==> src/rtl/sh_wdt_gen_if.sv <==
// IBUS slave-side bundle for the SH watchdog/interval timer register block.
interface sh_wdt_gen_if;
   logic [27:0] IBUS_A;
   logic [31:0] IBUS_DI;
   logic [31:0] IBUS_DO;
   logic        IBUS_WE;
   logic        IBUS_REQ;
   logic        IBUS_BUSY;
   logic        IBUS_ACT;

   modport master (
      output IBUS_A, IBUS_DI, IBUS_WE, IBUS_REQ,
      input  IBUS_DO, IBUS_BUSY, IBUS_ACT
   );

   modport slave (
      input  IBUS_A, IBUS_DI, IBUS_WE, IBUS_REQ,
      output IBUS_DO, IBUS_BUSY, IBUS_ACT
   );
endinterface

==> src/rtl/sh_wdt_gen.sv <==
// SH-family watchdog / interval timer with window refresh, on the internal IBUS.
// Optional macro SH_WDT_WARN_EN adds the WRN pre-overflow warning flag (read bit 16 at +4).
module sh_wdt_gen #(
   parameter int          CNT_W     = 8,
   parameter logic [27:0] BASE      = 28'h5FFFFB8,
   parameter int          OVF_PULSE = 128,
   parameter int          RES_PULSE = 512
`ifdef SH_WDT_WARN_EN
   ,
   parameter int          WARN_DIST = 16
`endif
) (
   input  logic        CLK,
   input  logic        RST,
   input  logic        CE_R,
   input  logic        CE_F,
   input  logic        RES_N,
   input  logic [7:0]  TICK_CE,
   sh_wdt_gen_if.slave bus,
   output logic        ITI_IRQ,
   output logic        WDTOVF_N,
   output logic        PRES,
   output logic        MRES
);
   localparam logic [CNT_W-1:0] CNT_MAX = '1;
   localparam int OVF_W = $clog2(OVF_PULSE + 1);
   localparam int RES_W = $clog2(RES_PULSE + 1);

   logic [CNT_W-1:0] cnt_q, cnt_d, win_q, win_d;
   logic [7:0]       csr_q, csr_d;
   logic             wovf_q, wovf_d, rste_q, rste_d, rsts_q, rsts_d;
   logic             wt_ce_q, wt_ce_d;
   logic [OVF_W-1:0] ovf_cnt_q, ovf_cnt_d;
   logic [RES_W-1:0] res_cnt_q, res_cnt_d;
   logic             res_sel_q, res_sel_d;
   logic [31:0]      rd_q, rd_d;

   logic        sel_lo, sel_hi, sel, rst_all, wr, tick, tme, wtit;
   logic        wr_cnt, wr_csr, wr_rst, wr_wovf, wr_win;
   logic        early, ovf_evt, wdt_trig, wrn_flag;
   logic [7:0]  key;
   logic        unused_bus;

   // Block occupies two consecutive 32-bit words starting at BASE.
   assign sel_lo  = (bus.IBUS_A[27:2] == BASE[27:2]);
   assign sel_hi  = (bus.IBUS_A[27:2] == (BASE[27:2] + 26'd1));
   assign sel     = sel_lo | sel_hi;
   assign rst_all = RST | (CE_R & ~RES_N);
   assign key     = bus.IBUS_DI[31:24];
   assign wr      = sel & bus.IBUS_WE & bus.IBUS_REQ & CE_R;
   assign wr_cnt  = wr & sel_lo & (key == 8'h5A);
   assign wr_csr  = wr & sel_lo & (key == 8'hA5);
   assign wr_rst  = wr & sel_hi & (key == 8'h5A);
   assign wr_wovf = wr & sel_hi & (key == 8'hA5);
   assign wr_win  = wr & sel_hi & (key == 8'h3C);
   assign tick    = CE_R & wt_ce_q;
   assign tme     = csr_q[5];
   assign wtit    = csr_q[6];
   assign early    = wr_cnt & csr_q[4] & tme & (cnt_q < win_q);
   assign ovf_evt  = tick & tme & (cnt_q == CNT_MAX);
   assign wdt_trig = wtit & (ovf_evt | early);
   assign unused_bus = ^{bus.IBUS_A[1:0], bus.IBUS_DI[23:8]};

   always_comb begin
      cnt_d     = cnt_q;
      win_d     = win_q;
      csr_d     = csr_q;
      wovf_d    = wovf_q;
      rste_d    = rste_q;
      rsts_d    = rsts_q;
      wt_ce_d   = wt_ce_q;
      ovf_cnt_d = ovf_cnt_q;
      res_cnt_d = res_cnt_q;
      res_sel_d = res_sel_q;
      rd_d      = rd_q;

      if (CE_R) wt_ce_d = TICK_CE[csr_q[2:0]];
      if (tick) cnt_d = tme ? cnt_q + CNT_W'(1) : '0;
      if (wr_cnt && !early) cnt_d = bus.IBUS_DI[CNT_W-1:0];

      // Software writes first; hardware flag events below override them.
      if (wr_csr) begin
         csr_d[7]   = bus.IBUS_DI[7] & csr_q[7];
         csr_d[6:4] = bus.IBUS_DI[6:4];
         csr_d[3]   = bus.IBUS_DI[3] & csr_q[3];
         csr_d[2:0] = bus.IBUS_DI[2:0];
      end
      if (wr_rst) {rste_d, rsts_d} = bus.IBUS_DI[6:5];
      if (wr_wovf && !bus.IBUS_DI[7]) wovf_d = 1'b0;
      if (wr_win) win_d = bus.IBUS_DI[CNT_W-1:0];

      if (early) csr_d[3] = 1'b1;
      if (ovf_evt && !wtit) csr_d[7] = 1'b1;
      if (wdt_trig) begin
         wovf_d = 1'b1;
         csr_d  = 8'h18;
      end

      if (CE_R && ovf_cnt_q != '0) ovf_cnt_d = ovf_cnt_q - OVF_W'(1);
      if (wdt_trig) ovf_cnt_d = OVF_W'(OVF_PULSE);
      if (CE_R && res_cnt_q != '0) res_cnt_d = res_cnt_q - RES_W'(1);
      if (wdt_trig && rste_q) begin
         res_cnt_d = RES_W'(RES_PULSE);
         res_sel_d = rsts_q;
      end

      if (CE_F && sel && !bus.IBUS_WE && bus.IBUS_REQ)
         rd_d = sel_lo ? {wovf_q, rste_q, rsts_q, 5'h1F, csr_q, 16'(cnt_q)}
                       : {15'h0, wrn_flag, 16'(win_q)};
   end

   always_ff @(posedge CLK) begin
      if (rst_all) begin
         cnt_q     <= '0;
         win_q     <= '0;
         csr_q     <= 8'h18;
         wovf_q    <= 1'b0;
         rste_q    <= 1'b0;
         rsts_q    <= 1'b0;
         wt_ce_q   <= 1'b0;
         ovf_cnt_q <= '0;
         res_cnt_q <= '0;
         res_sel_q <= 1'b0;
         rd_q      <= '0;
      end else begin
         cnt_q     <= cnt_d;
         win_q     <= win_d;
         csr_q     <= csr_d;
         wovf_q    <= wovf_d;
         rste_q    <= rste_d;
         rsts_q    <= rsts_d;
         wt_ce_q   <= wt_ce_d;
         ovf_cnt_q <= ovf_cnt_d;
         res_cnt_q <= res_cnt_d;
         res_sel_q <= res_sel_d;
         rd_q      <= rd_d;
      end
   end

`ifdef SH_WDT_WARN_EN
   localparam logic [CNT_W-1:0] WARN_VAL = CNT_MAX - CNT_W'(WARN_DIST);
   logic wrn_q, wrn_d;

   always_comb begin
      wrn_d = wrn_q;
      if (wr_cnt || (wr_wovf && !bus.IBUS_DI[16])) wrn_d = 1'b0;
      if (tick && tme && !(wr_cnt && !early) && ((cnt_q + CNT_W'(1)) == WARN_VAL))
         wrn_d = 1'b1;
   end

   always_ff @(posedge CLK) begin
      if (rst_all) wrn_q <= 1'b0;
      else         wrn_q <= wrn_d;
   end

   assign wrn_flag = wrn_q;
`else
   assign wrn_flag = 1'b0;
`endif

   assign ITI_IRQ       = csr_q[7] | (csr_q[3] & ~csr_q[6]) | wrn_flag;
   assign WDTOVF_N      = (ovf_cnt_q == '0);
   assign PRES          = (res_cnt_q != '0) & ~res_sel_q;
   assign MRES          = (res_cnt_q != '0) & res_sel_q;
   assign bus.IBUS_DO   = sel ? rd_q : 32'h0;
   assign bus.IBUS_BUSY = 1'b0;
   assign bus.IBUS_ACT  = sel;
endmodule

==> src/flat_wrapper.sv <==
// flat-port wrapper written by rule: the top's interface ports become plain ports
module sh_wdt_gen_flat 
#(
   parameter int          CNT_W     = 8,
   parameter logic [27:0] BASE      = 28'h5FFFFB8,
   parameter int          OVF_PULSE = 128,
   parameter int          RES_PULSE = 512

)
  (CLK, RST, CE_R, CE_F, RES_N, TICK_CE, ITI_IRQ, WDTOVF_N, PRES, MRES, bus_IBUS_A, bus_IBUS_DI, bus_IBUS_WE, bus_IBUS_REQ, bus_IBUS_DO, bus_IBUS_BUSY, bus_IBUS_ACT);
  sh_wdt_gen_if bus_i ();
  input  logic CLK;
  input  logic RST;
  input  logic CE_R;
  input  logic CE_F;
  input  logic RES_N;
  input  logic [7:0] TICK_CE;
  output logic ITI_IRQ;
  output logic WDTOVF_N;
  output logic PRES;
  output logic MRES;
  input wire logic [$bits(bus_i.IBUS_A)-1:0] bus_IBUS_A;
  input wire logic [$bits(bus_i.IBUS_DI)-1:0] bus_IBUS_DI;
  input wire logic [$bits(bus_i.IBUS_WE)-1:0] bus_IBUS_WE;
  input wire logic [$bits(bus_i.IBUS_REQ)-1:0] bus_IBUS_REQ;
  output wire logic [$bits(bus_i.IBUS_DO)-1:0] bus_IBUS_DO;
  output wire logic [$bits(bus_i.IBUS_BUSY)-1:0] bus_IBUS_BUSY;
  output wire logic [$bits(bus_i.IBUS_ACT)-1:0] bus_IBUS_ACT;
  assign bus_i.IBUS_A = bus_IBUS_A;
  assign bus_i.IBUS_DI = bus_IBUS_DI;
  assign bus_i.IBUS_WE = bus_IBUS_WE;
  assign bus_i.IBUS_REQ = bus_IBUS_REQ;
  assign bus_IBUS_DO = bus_i.IBUS_DO;
  assign bus_IBUS_BUSY = bus_i.IBUS_BUSY;
  assign bus_IBUS_ACT = bus_i.IBUS_ACT;
  sh_wdt_gen #(.CNT_W(CNT_W), .BASE(BASE), .OVF_PULSE(OVF_PULSE), .RES_PULSE(RES_PULSE)) u_core (.CLK(CLK), .RST(RST), .CE_R(CE_R), .CE_F(CE_F), .RES_N(RES_N), .TICK_CE(TICK_CE), .bus(bus_i), .ITI_IRQ(ITI_IRQ), .WDTOVF_N(WDTOVF_N), .PRES(PRES), .MRES(MRES));
endmodule
==> config.mk <==
export PLATFORM = sky130hd
export DESIGN_NAME = sh_wdt_gen_flat
export DESIGN_NICKNAME = d
export VERILOG_FILES = /design/src/rtl/sh_wdt_gen_if.sv /design/src/rtl/sh_wdt_gen.sv /design/src/flat_wrapper.sv
export SDC_FILE = /design/constraint.sdc
export NUM_CORES = 1
export LEC_CHECK = 0
export ABC_AREA = 1
export ABC_CLOCK_PERIOD_IN_PS = 5000
export BUFFER_PORTS_ARGS = -buffer_cell sky130_fd_sc_hd__buf_2
export CAP_MARGIN = 20
export CORE_MARGIN = 10
export CORE_UTILIZATION = 55
export CTS_BUF_LIST = sky130_fd_sc_hd__clkbuf_4 sky130_fd_sc_hd__clkbuf_8
export DETAILED_ROUTE_END_ITERATION = 8
export PLACE_DENSITY = 0.83
export SYNTH_ARGS = -nofsm -noshare
export SYNTH_HDL_FRONTEND = slang
export SYNTH_SLANG_ARGS = --single-unit
==> constraint.sdc <==
create_clock -name CLK -period 5 [get_ports CLK]
set_input_delay 0 -clock CLK [delete_from_list [all_inputs] [get_ports CLK]]
set_output_delay 0 -clock CLK [all_outputs]
set_load 0.005 [all_outputs]
==> results of run 1 <==
[power by group]
group	switching [mW]	internal, mW
Combinational	0.190	0.139
Sequential	0.0240	0.564
Clock	0.194	0.265
Total	0.408	0.969
[routing by layer]
metal | vias to the layer above | GRT usage [%] | wire length, um
met3 | 23 | 4.38 | 795
met1 | 1733 | 21.1 | 4270
met2 | 139 | 30.6 | 4890
li1 | 2033 | - | -
met5 | - | 0 | 0
met4 | 0 | 7.25 | 206
[cells by family after synthesis]
logic type / Yosys count / share of synthesized area, %
AOI/OAI and AO/OA: 91 / 14.3
and+or+nand+nor: 293 / 33.2
buffers and inverters: 124 / 13.6
xor gates and xnor gates: 7 / 1.51
muxes: 2 / 0.494
adders and majority gates: 12 / 3.71
DFF: 67 / 33.1
other: 1 / 0.0926
[Yosys cell counts, types with 2 or more instances]
library cell	number	area share (%)
o21ai_1	5	0.62
nor3_1	8	0.99
o21ai_0	24	3.0
nand4_1	15	2.3
a211oi_1	2	0.37
ha_1	12	3.7
nor4_1	2	0.31
inv_2	2	0.19
mux2i_1	2	0.49
inv_1	94	8.7
nand2_2	6	0.93
nor2_1	91	8.4
a211oi_2	9	2.8
xnor2_1	6	1.3
buf_4	15	2.8
clkbuf_1	7	0.65
dfxtp_1	67	33
nand2_1	120	11
a21oi_2	7	1.5
nand3_1	22	2.7
or2_2	4	0.62
buf_2	3	0.37
nor2_2	9	1.4
nand3_2	2	0.49
nand3b_1	3	0.56
a21oi_1	39	4.8
[final cells by class]
cell class / instances / area (um2)
Clock buffer: 13 / 166
Timing Repair Buffer: 92 / 513
Fill cell: 688 / 2480
Clock inverter: 2 / 35.0
Inverter: 96 / 360
Sequential cell: 67 / 1340
Tap cell: 99 / 124
Multi-Input combinational cell: 414 / 2190
[registers in the layout (all words and copies together) (netlist names)]
signal	flops
u_core.cnt_q	8
u_core.csr_q	8
u_core.ovf_cnt_q	8
u_core.rd_q	20
u_core.res_cnt_q	10
u_core.res_sel_q	1
u_core.rste_q	1
u_core.rsts_q	1
u_core.win_q	8
u_core.wovf_q	1
u_core.wt_ce_q	1
[per-stage QoR]
step                hold slack, ns  instance area, um2
floorplan                   0.0935                4080
global placement             0.275                4440
detailed placement           0.278                4470
CTS                        0.00200                4730
global route                0.0119                4730
finish                      0.0125                4730
[worst max-delay path by stage]
stage	startpoint	depth (start not counted)	to	slack, ns
floorplan	u_core.win_q[3]	13	u_core.ovf_cnt_q[6]	3.30
global placement	CE_R	6	u_core.rste_q	2.80
detailed placement	bus_IBUS_A[25]	9	u_core.csr_q[3]	2.83
CTS	CE_R	8	u_core.rste_q	2.83
global route	CE_R	8	u_core.rste_q	2.61
finish	CE_R	8	u_core.rste_q	2.83
[critical path: cells and delay by family]
| kind | cells | cell delay, ns |
|---|---|---|
| buffers and inverters | 5 | 1.52 |
| AOI/OAI and AO/OA | 1 | 0.23 |
| and+or+nand+nor | 2 | 0.67 |
==> results.yml, run 1 <==
yosys:
  synth_area_um2: 4050
  ys_async_sr_fraction_pct: 0
  seq_area_frac_synth_pct: 33.1
  netlist_instances: 597
  synth_edf_count: 0
  ys.flop_type: "dfxtp_1"
  synth-seq-cells: 67
  synth.distinct_cells: 47
  synth.avg_cell_area_um2: 6.78
  yosysWarnings: 0
setup_path:
  arrival_ns: 2.42
  cp-end-kind: "flop"
  crit_path_cell_trace: "dlygate4sd3_1, buf_2, inv_2, nor2_1, nor2_2, inv_1, buf_16, a211oi_1"
  critPathLaunchType: "input pin"
  r2r_cells: 14
  r2r-start: "u_core.cnt_q[1]"
  r2r_setup_slack_ns: 2.91
  cp_slowest_cell: "nor2_2"
  critPathMaxFanout: 23
  r2r-end: "u_core.cnt_q[5]"
  slowest_delay_ns: 0.61
  critical_path_class: "input pin to flop"
  critPathRequiredTime_ns: 5.25
timing:
  final-max-slew-violation-count: 0
  finalCritPeriodShare_pct: 43.5
  min_period_ns: 2.17
  worst_slew_pin_slew_ns: 0.836
  maxSlewHeadroom_pct: 44.2
  setup_viol: 0
  hold_viol_final: 0
  setup-tns-final_ns: 0
  max_freq_mhz: 460
  fin_skew_ns: 0.00875
  rsz0062_at_grt: "false"
  fin_ws_ns: 2.83
floorplanning:
  ioPinCount: 113
  core_um2: 7210
  die_h_um: 106
  die_w_um: 106
  initial_core_util_pct: 56.1
  core.rowCount: 31
  dieArea_um2: 11200
routing:
  routed_via_density: 5.02
  dr.pass1.iters: 5
  ant_nets: 0
  wl_per_cell_um: 13.0
  vias: 3928
  drc: 0
  drt-total-wl_um: 10200
  drtIter0Drc: 213
clock_tree:
  clock_sinks: 67
  hold_buffers: 6
  clock_path_buffers: 2
  root_buffer: "clkbuf_8"
  post-cts-setup-buffer-count: 0
  cts_tree: "built"
  clk_latency_ns: 0.34
  cts_buffers: 9
  cts_resized: 0
  htree_num_levels: 3
  clk_pin_slew_ns: 0.07
power_and_ir_drop:
  power_leakage_nw: 2.07
  powerDensity_nw_per_um2: 291
  finalPower_mw: 1.38
  irDropWorstVdd_v: 0.000247
min_path:
  holdCritStartpoint: "bus_IBUS_DI[7]"
  min_path_cells: 3
  min_to: "u_core.win_q[7]"
  holdCritPathClass: "input pin to flop"
cells_and_area:
  n_antenna_cell: 0
  layout_common_cells: "nand2_1, inv_1, nor2_1, buf_2, dfxtp_1"
  layout-drive-gt1-share_pct: 21.9
  final_core_util_pct: 65.6
  final_nets: 767
  syn_to_final_growth_pct: 16.8
  final_common_cell: "nand2_1"
  fin_cells: 783
grt:
  grt-ovfl-total: 0
  grt_usage_pct: 17.9
  grt_pass1_vias: 3800
  antenna_found_initial: 0
  grt_max_degree: 24
  grt_pass1_wl_um: 16900
placed_design:
  hpwl_um: 7930
  gp_congestion: 0.864
  portBuffers: 85
  dpl.cell_count: 762
  dp_slack_ns: 2.83
job:
  max-cap-violations: 0
outcome:
  status: "finished clean"
Note: power is estimated with default switching activity, not from simulation.
==> inputs of run 2 (changes only) <==
--- a/config.mk
+++ b/config.mk
@@ -6,14 +6,14 @@
 export NUM_CORES = 1
 export LEC_CHECK = 0
 export ABC_AREA = 1
-export ABC_CLOCK_PERIOD_IN_PS = 5000
+export ABC_CLOCK_PERIOD_IN_PS = 1800
 export BUFFER_PORTS_ARGS = -buffer_cell sky130_fd_sc_hd__buf_2
 export CAP_MARGIN = 20
 export CORE_MARGIN = 10
-export CORE_UTILIZATION = 55
+export CORE_UTILIZATION = 49
 export CTS_BUF_LIST = sky130_fd_sc_hd__clkbuf_4 sky130_fd_sc_hd__clkbuf_8
 export DETAILED_ROUTE_END_ITERATION = 8
-export PLACE_DENSITY = 0.83
+export PLACE_DENSITY = 0.79
 export SYNTH_ARGS = -nofsm -noshare
 export SYNTH_HDL_FRONTEND = slang
 export SYNTH_SLANG_ARGS = --single-unit
==> constraint.sdc (replaced) <==
create_clock -name CLK -period 1.8 [get_ports CLK]
set_input_delay 0 -clock CLK [delete_from_list [all_inputs] [get_ports CLK]]
set_output_delay 0 -clock CLK [all_outputs]
set_load 0.005 [all_outputs]
==> run 2 against run 1 <==
Compared with the run above:
- sequential power increased to 2.8 times the previous value
- first-iteration DRC count shrank 6.1%
- global-route usage decreased by 0.87 points
- critical path depth is 6 higher
- total power grew to 3.0 times the previous value
- clock skew rose by 0.0022 ns
- highest routed layer unchanged
- via count rose by 4.8%
- routed wire length grew 9.5%
- core utilization down 1.6 points
- sequential cell count unchanged
- setup slack worse by 2.8 ns
==> results.yml, run 2 (same netlist as run 1, synthesis figures left out) <==
outcome:
  status: "finished clean"
cells_and_area:
  final_core_util_pct: 64.0
  multi_input_area_um2: 2350
  ff_latch_area_um2: 1350
  syn_to_final_growth_pct: 28.5
  fillers: 738
  regMostFlops: "u_core.rd_q"
  largest_reg_flops: 20
  layout_common_cells: "nand2_1, inv_1, nor2_1, buf_2, dfxtp_1"
  final_common_cell: "nand2_1"
  reg.largest.list: "u_core.rd_q: 20 flops, u_core.res_cnt_q: 10 flops"
  layout-drive-gt1-share_pct: 31.0
  n_antenna_cell: 0
  final_nets: 801
timing:
  hold_ws_ns: 0.0227
  setup-tns-final_ns: 0
  fin_ws_ns: 0.0169
  maxSlewHeadroom_pct: 54.5
  fin_skew_ns: 0.0110
  setup_viol: 0
  final-max-slew-violation-count: 0
  finalCritPeriodShare_pct: 99.1
  min_period_ns: 1.78
  rsz0062_at_grt: "true"
  max_freq_mhz: 561
  worst_slew_pin_slew_ns: 0.683
  hold_viol_final: 0
routing:
  drt-total-wl_um: 11100
  vias: 4116
  wl_per_cell_um: 13.5
  ant_nets: 0
  drc: 0
  dr.pass1.iters: 4
  routed_via_density: 5.00
  drtIter0Drc: 200
min_path:
  holdCritPathClass: "input pin to flop"
  holdCritStartpoint: "bus_IBUS_DI[25]"
setup_path:
  critPathLaunchType: "flop"
  arrival_ns: 2.01
  critical_path_class: "flop to flop"
  crit_path_cell_trace: "inv_2, ha_4, nand2_2, nand2_1, nand2_1, nand2_1, nand2_1, nand2_2, nand2_4, a21oi_4, buf_6, nand2_2, o21ai_2, a21oi_1"
  slowest_delay_ns: 0.34
  r2r-start: "u_core.win_q[1]"
  critPathRequiredTime_ns: 2.03
  cp-end-kind: "flop"
  path_buf_inv: 2
  cp_slowest_cell: "dfxtp_2"
  crit_family: "simple AND/OR/NAND/NOR gates"
  critPathLaunch: "u_core.win_q[1]"
  critPathMaxFanout: 6
  cp_common_cell: "nand2_1"
clock_tree:
  root_buffer: "clkbuf_8"
  cts_tree: "built"
  clock_path_buffers: 2
  clk_latency_ns: 0.37
  clk_pin_slew_ns: 0.08
  htree_num_levels: 3
  cts_buffers: 9
  clock_sinks: 67
grt:
  grt_max_degree: 32
  grt_pass1_vias: 3957
  grt_usage_pct: 17.1
  grt-ovfl-total: 0
  grt_pass1_wl_um: 17800
  antenna_found_initial: 0
floorplanning:
  core.rowCount: 33
  initial_core_util_pct: 49.8
  ioPinCount: 113
  die_w_um: 111
  die_h_um: 111
  dieArea_um2: 12300
  core_um2: 8130
placed_design:
  gp_congestion: 0.908
  hpwl_um: 8320
  portBuffers: 85
  dp_slack_ns: -0.0274
power_and_ir_drop:
  powerDensity_nw_per_um2: 787
  irDropWorstVdd_v: 0.000786
  finalPower_mw: 4.09
  power_leakage_nw: 2.27
job:
  max-cap-violations: 0
[run 2: cell count changes in the layout (fill, tap and decap cells not counted), moves of 8 or more]
cell,change
buf_4,+25
nand2_1,-9
dfxtp_1,-8
dfxtp_2,+8
[run 2: worst paths after layout]
kind | end | slack (ns) | cells past startpoint
setup / recovery | u_core.cnt_q[4] | 0.02 | 14
hold reg to reg | u_core.rd_q[28] | 0.47 | 2
setup reg to reg | u_core.cnt_q[4] | 0.02 | 14
hold / removal | u_core.csr_q[6] | 0.02 | 4
[run 2: area by class of cell]
cell class / count / area share (%)
inverter: 96 / 6.92
clock inverter: 6 / 1.25
tap: 105 / 2.52
timing repair buffer: 126 / 15.4
clock buffer: 10 / 2.64
multi-input combinational: 414 / 45.3
sequential: 67 / 26.0
[run 2: tightest hold or removal path: stages]
cell and delay (ns):
buf_2 0.12, nor4_4 0.08, nand4_1 0.09, a21oi_1 0.06
[run 2: through the flow]
step | area [um2] | cells
6_report | 5200 | 824
5_1_grt | 5200 | 824
4_1_cts | 4950 | 817
3_5_place_dp | 4640 | 791
3_3_place_gp | 4640 | 791
2_1_floorplan | 4080 | 605
[run 2: timing repair]
| item | CTS | global route |
|---|---|---|
| gates resized for setup | 3 | 53 |
| gates cloned | 0 | 1 |
| pin swaps | 0 | 23 |
| endpoints found under the setup margin | 19 | 35 |
| endpoints found under the hold margin | 18 | 0 |
| hold buffers | 10 | 0 |
| buffers inserted | 0 | 6 |
[run 2: metal layers]
metal	wire length [um]	vias up	global-route usage [%]
li1	-	2106	-
met2	5520	100	28.9
met1	4800	1895	19.6
met5	0	-	0
met3	639	15	5.63
met4	150	0	5.99
[run 2: where the power goes]
group	internal, mW	switching, mW	leakage (nW)
Combinational	0.524	0.633	1.62
Sequential	1.57	0.0789	0.544
Clock	0.676	0.613	0.102
Total	2.77	1.32	2.27
==> inputs of run 3 (changes only) <==
--- a/config.mk
+++ b/config.mk
@@ -9,11 +9,15 @@
 export ABC_CLOCK_PERIOD_IN_PS = 1800
 export BUFFER_PORTS_ARGS = -buffer_cell sky130_fd_sc_hd__buf_2
 export CAP_MARGIN = 20
+export CELL_PAD_IN_SITES_DETAIL_PLACEMENT = 0
+export CELL_PAD_IN_SITES_GLOBAL_PLACEMENT = 1
 export CORE_MARGIN = 10
-export CORE_UTILIZATION = 49
+export CORE_UTILIZATION = 34
 export CTS_BUF_LIST = sky130_fd_sc_hd__clkbuf_4 sky130_fd_sc_hd__clkbuf_8
 export DETAILED_ROUTE_END_ITERATION = 8
-export PLACE_DENSITY = 0.79
+export HOLD_SLACK_MARGIN = 0.03
+export PLACE_DENSITY_LB_ADDON = 0.1
+export REMOVE_ABC_BUFFERS = 1
 export SYNTH_ARGS = -nofsm -noshare
 export SYNTH_HDL_FRONTEND = slang
 export SYNTH_SLANG_ARGS = --single-unit
==> run 3 against run 2 <==
Compared with the run above:
- sequential cell count unchanged
- global-route usage down 3.4 points
- final cell count up 5.2%
- highest routed layer unchanged
- routed wire length up 1.5%
- critical endpoint is now u_core.cnt_q[0]
- setup slack better by 0.048 ns
- clock power up 13%
- register-to-register slack better by 0.05 ns
- worst hold slack better by 0.018 ns
- largest cell class unchanged
==> results.yml, run 3 (same netlist as run 1, synthesis figures left out) <==
outcome:
  status: "finished clean"
cells_and_area:
  fillers: 1224
  ff_latch_area_um2: 1350
  largest_reg_flops: 20
  final_common_cell: "nand2_1"
  layout-drive-gt1-share_pct: 29.8
  regMostFlops: "u_core.rd_q"
  final_nets: 806
  n_antenna_cell: 0
  reg.largest.list: "u_core.rd_q: 20 flops, u_core.res_cnt_q: 10 flops"
  layout_common_cells: "nand2_1, inv_1, nor2_1, buf_2, dfxtp_1"
  syn_to_final_growth_pct: 30.1
  multi_input_area_um2: 2330
clock_tree:
  clock_path_buffers: 2
  htree_num_levels: 3
  root_buffer: "clkbuf_8"
  clk_pin_slew_ns: 0.07
  clk_latency_ns: 0.35
  cts_tree: "built"
  clock_sinks: 67
  cts_buffers: 9
placed_design:
  portBuffers: 85
  gp_congestion: 0.852
  hpwl_um: 8720
timing:
  hold_ws_ns: 0.0402
  finalCritPeriodShare_pct: 96.4
  hold_viol_final: 0
  rsz0062_at_grt: "true"
  max_freq_mhz: 576
  maxSlewHeadroom_pct: 50.1
  worst_slew_pin_slew_ns: 0.749
  min_period_ns: 1.73
  setup_viol: 0
  setup-tns-final_ns: 0
  final-max-slew-violation-count: 0
  fin_skew_ns: 0.00725
setup_path:
  critPathLaunch: "u_core.win_q[3]"
  critPathLaunchType: "flop"
  crit_path_cell_trace: "inv_1, ha_4, nand2_1, inv_1, nand2_1, nand2_1, nand2_1, nand2_2, nand2_4, a21oi_4, buf_6, buf_4, o21ai_1, a21oi_1"
  r2r_cells: 14
  arrival_ns: 2.02
  critPathRequiredTime_ns: 2.08
  r2r-start: "u_core.win_q[3]"
  cp-end-kind: "flop"
  cp_slowest_cell: "dfxtp_1"
  r2r-end: "u_core.cnt_q[0]"
  critPathMaxFanout: 6
  slowest_delay_ns: 0.31
  cp_common_cell: "nand2_1"
  critical_path_class: "flop to flop"
  r2r_setup_slack_ns: 0.07
routing:
  drtIter0Drc: 226
  dr.pass1.iters: 4
  drt-total-wl_um: 11300
  wl_met1_um: 5730
  wl_met3_um: 713
  ant_nets: 0
  wl_per_cell_um: 13.0
  routed_via_density: 4.60
  top_layer: "met4"
  drc: 0
  routed-wl-met2_um: 4620
  vias: 3984
min_path:
  min_path_cells: 4
  holdCritPathClass: "input pin to flop"
  min_to: "u_core.rd_q[28]"
  holdCritStartpoint: "bus_IBUS_A[2]"
floorplanning:
  core_um2: 11600
  ioPinCount: 113
  dieArea_um2: 16700
  die_h_um: 129
  core.rowCount: 39
  initial_core_util_pct: 35.0
  die_w_um: 129
power_and_ir_drop:
  powerDensity_nw_per_um2: 797
  clkPwrFrac_pct: 34.7
  p_comb_share_pct: 26.1
  p_sw_mw: 1.29
  p_sw_share_pct: 30.6
  p_seq_share_pct: 39.2
  power_leakage_nw: 2.30
  irDropWorstVdd_v: 0.000516
  internal_power_mw: 2.91
  finalPower_mw: 4.20
grt:
  antenna_found_initial: 0
  grt_pass1_vias: 3927
  grt_max_degree: 21
  grt_usage_pct: 13.6
  grt_pass1_wl_um: 18400
  grt-ovfl-total: 0
job:
  max-cap-violations: 0
## run 3: per-layer routing
layer / GRT usage (%) / vias up
met5: 0 / -
met4: 5.35 / 0
met3: 4.40 / 14
met2: 20.0 / 112
met1: 18.1 / 1741
li1: - / 2117
## run 3: critical path, delay by kind of cell (launching register included)
family                   cells  cell delay (ns)
AO/OA/AOI/OAI                3             0.37
buffers and inverters        4             0.37
AND/OR/NAND/NOR              6             0.34
flip-flops                   1             0.31
adder cells (fa/ha/maj)      1             0.27
## run 3: area by class of cell
class	count	share of cell area, %
Multi-Input combinational cell	415	44.3
Sequential cell	67	25.6
Timing Repair Buffer	130	15.6
Inverter	96	6.84
Tap cell	143	3.40
Clock buffer	12	2.90
Clock inverter	4	1.40
## run 3: worst max path at each step
stage | endpoint | slack (ns) | cells past startpoint
after floorplan | u_core.cnt_q[5] | 0.04 | 15
after global placement | u_core.ovf_cnt_q[6] | 0.006 | 13
after detailed placement | u_core.res_cnt_q[2] | -0.03 | 12
after CTS | u_core.ovf_cnt_q[6] | 0.006 | 10
after global routing | u_core.cnt_q[7] | -0.12 | 15
final | u_core.cnt_q[0] | 0.07 | 14
## run 3: metrics by stage
step	cell area [um2]	setup slack (ns)	utilization, %	std cells
floorplan	3890	0.0376	-	577
global placement	4740	0.00647	41.0	834
detailed placement	4740	-0.0269	41.0	834
CTS	5080	0.00555	43.9	860
global route	5270	-0.123	45.5	867
finish	5270	0.0653	45.5	867
## run 3: power by group through the flow
stage | Combinational, mW | Clock (mW) | Sequential, mW
after floorplan | 0.643 | 0 | 1.65
after global placement | 0.909 | 0 | 1.67
after detailed placement | 0.923 | 0 | 1.67
after CTS | 0.957 | 1.49 | 1.64
after global routing | 1.23 | 1.57 | 1.66
final | 1.10 | 1.46 | 1.65
## run 3: what timing repair did
item | CTS | global route
cloned | 0 | 1
setup buffers | 0 | 6
hold endpoints to repair | 20 | 0
endpoints found under the setup margin | 20 | 35
gates resized for setup | 4 | 38
hold buffers | 10 | 0
pin swaps | 0 | 20
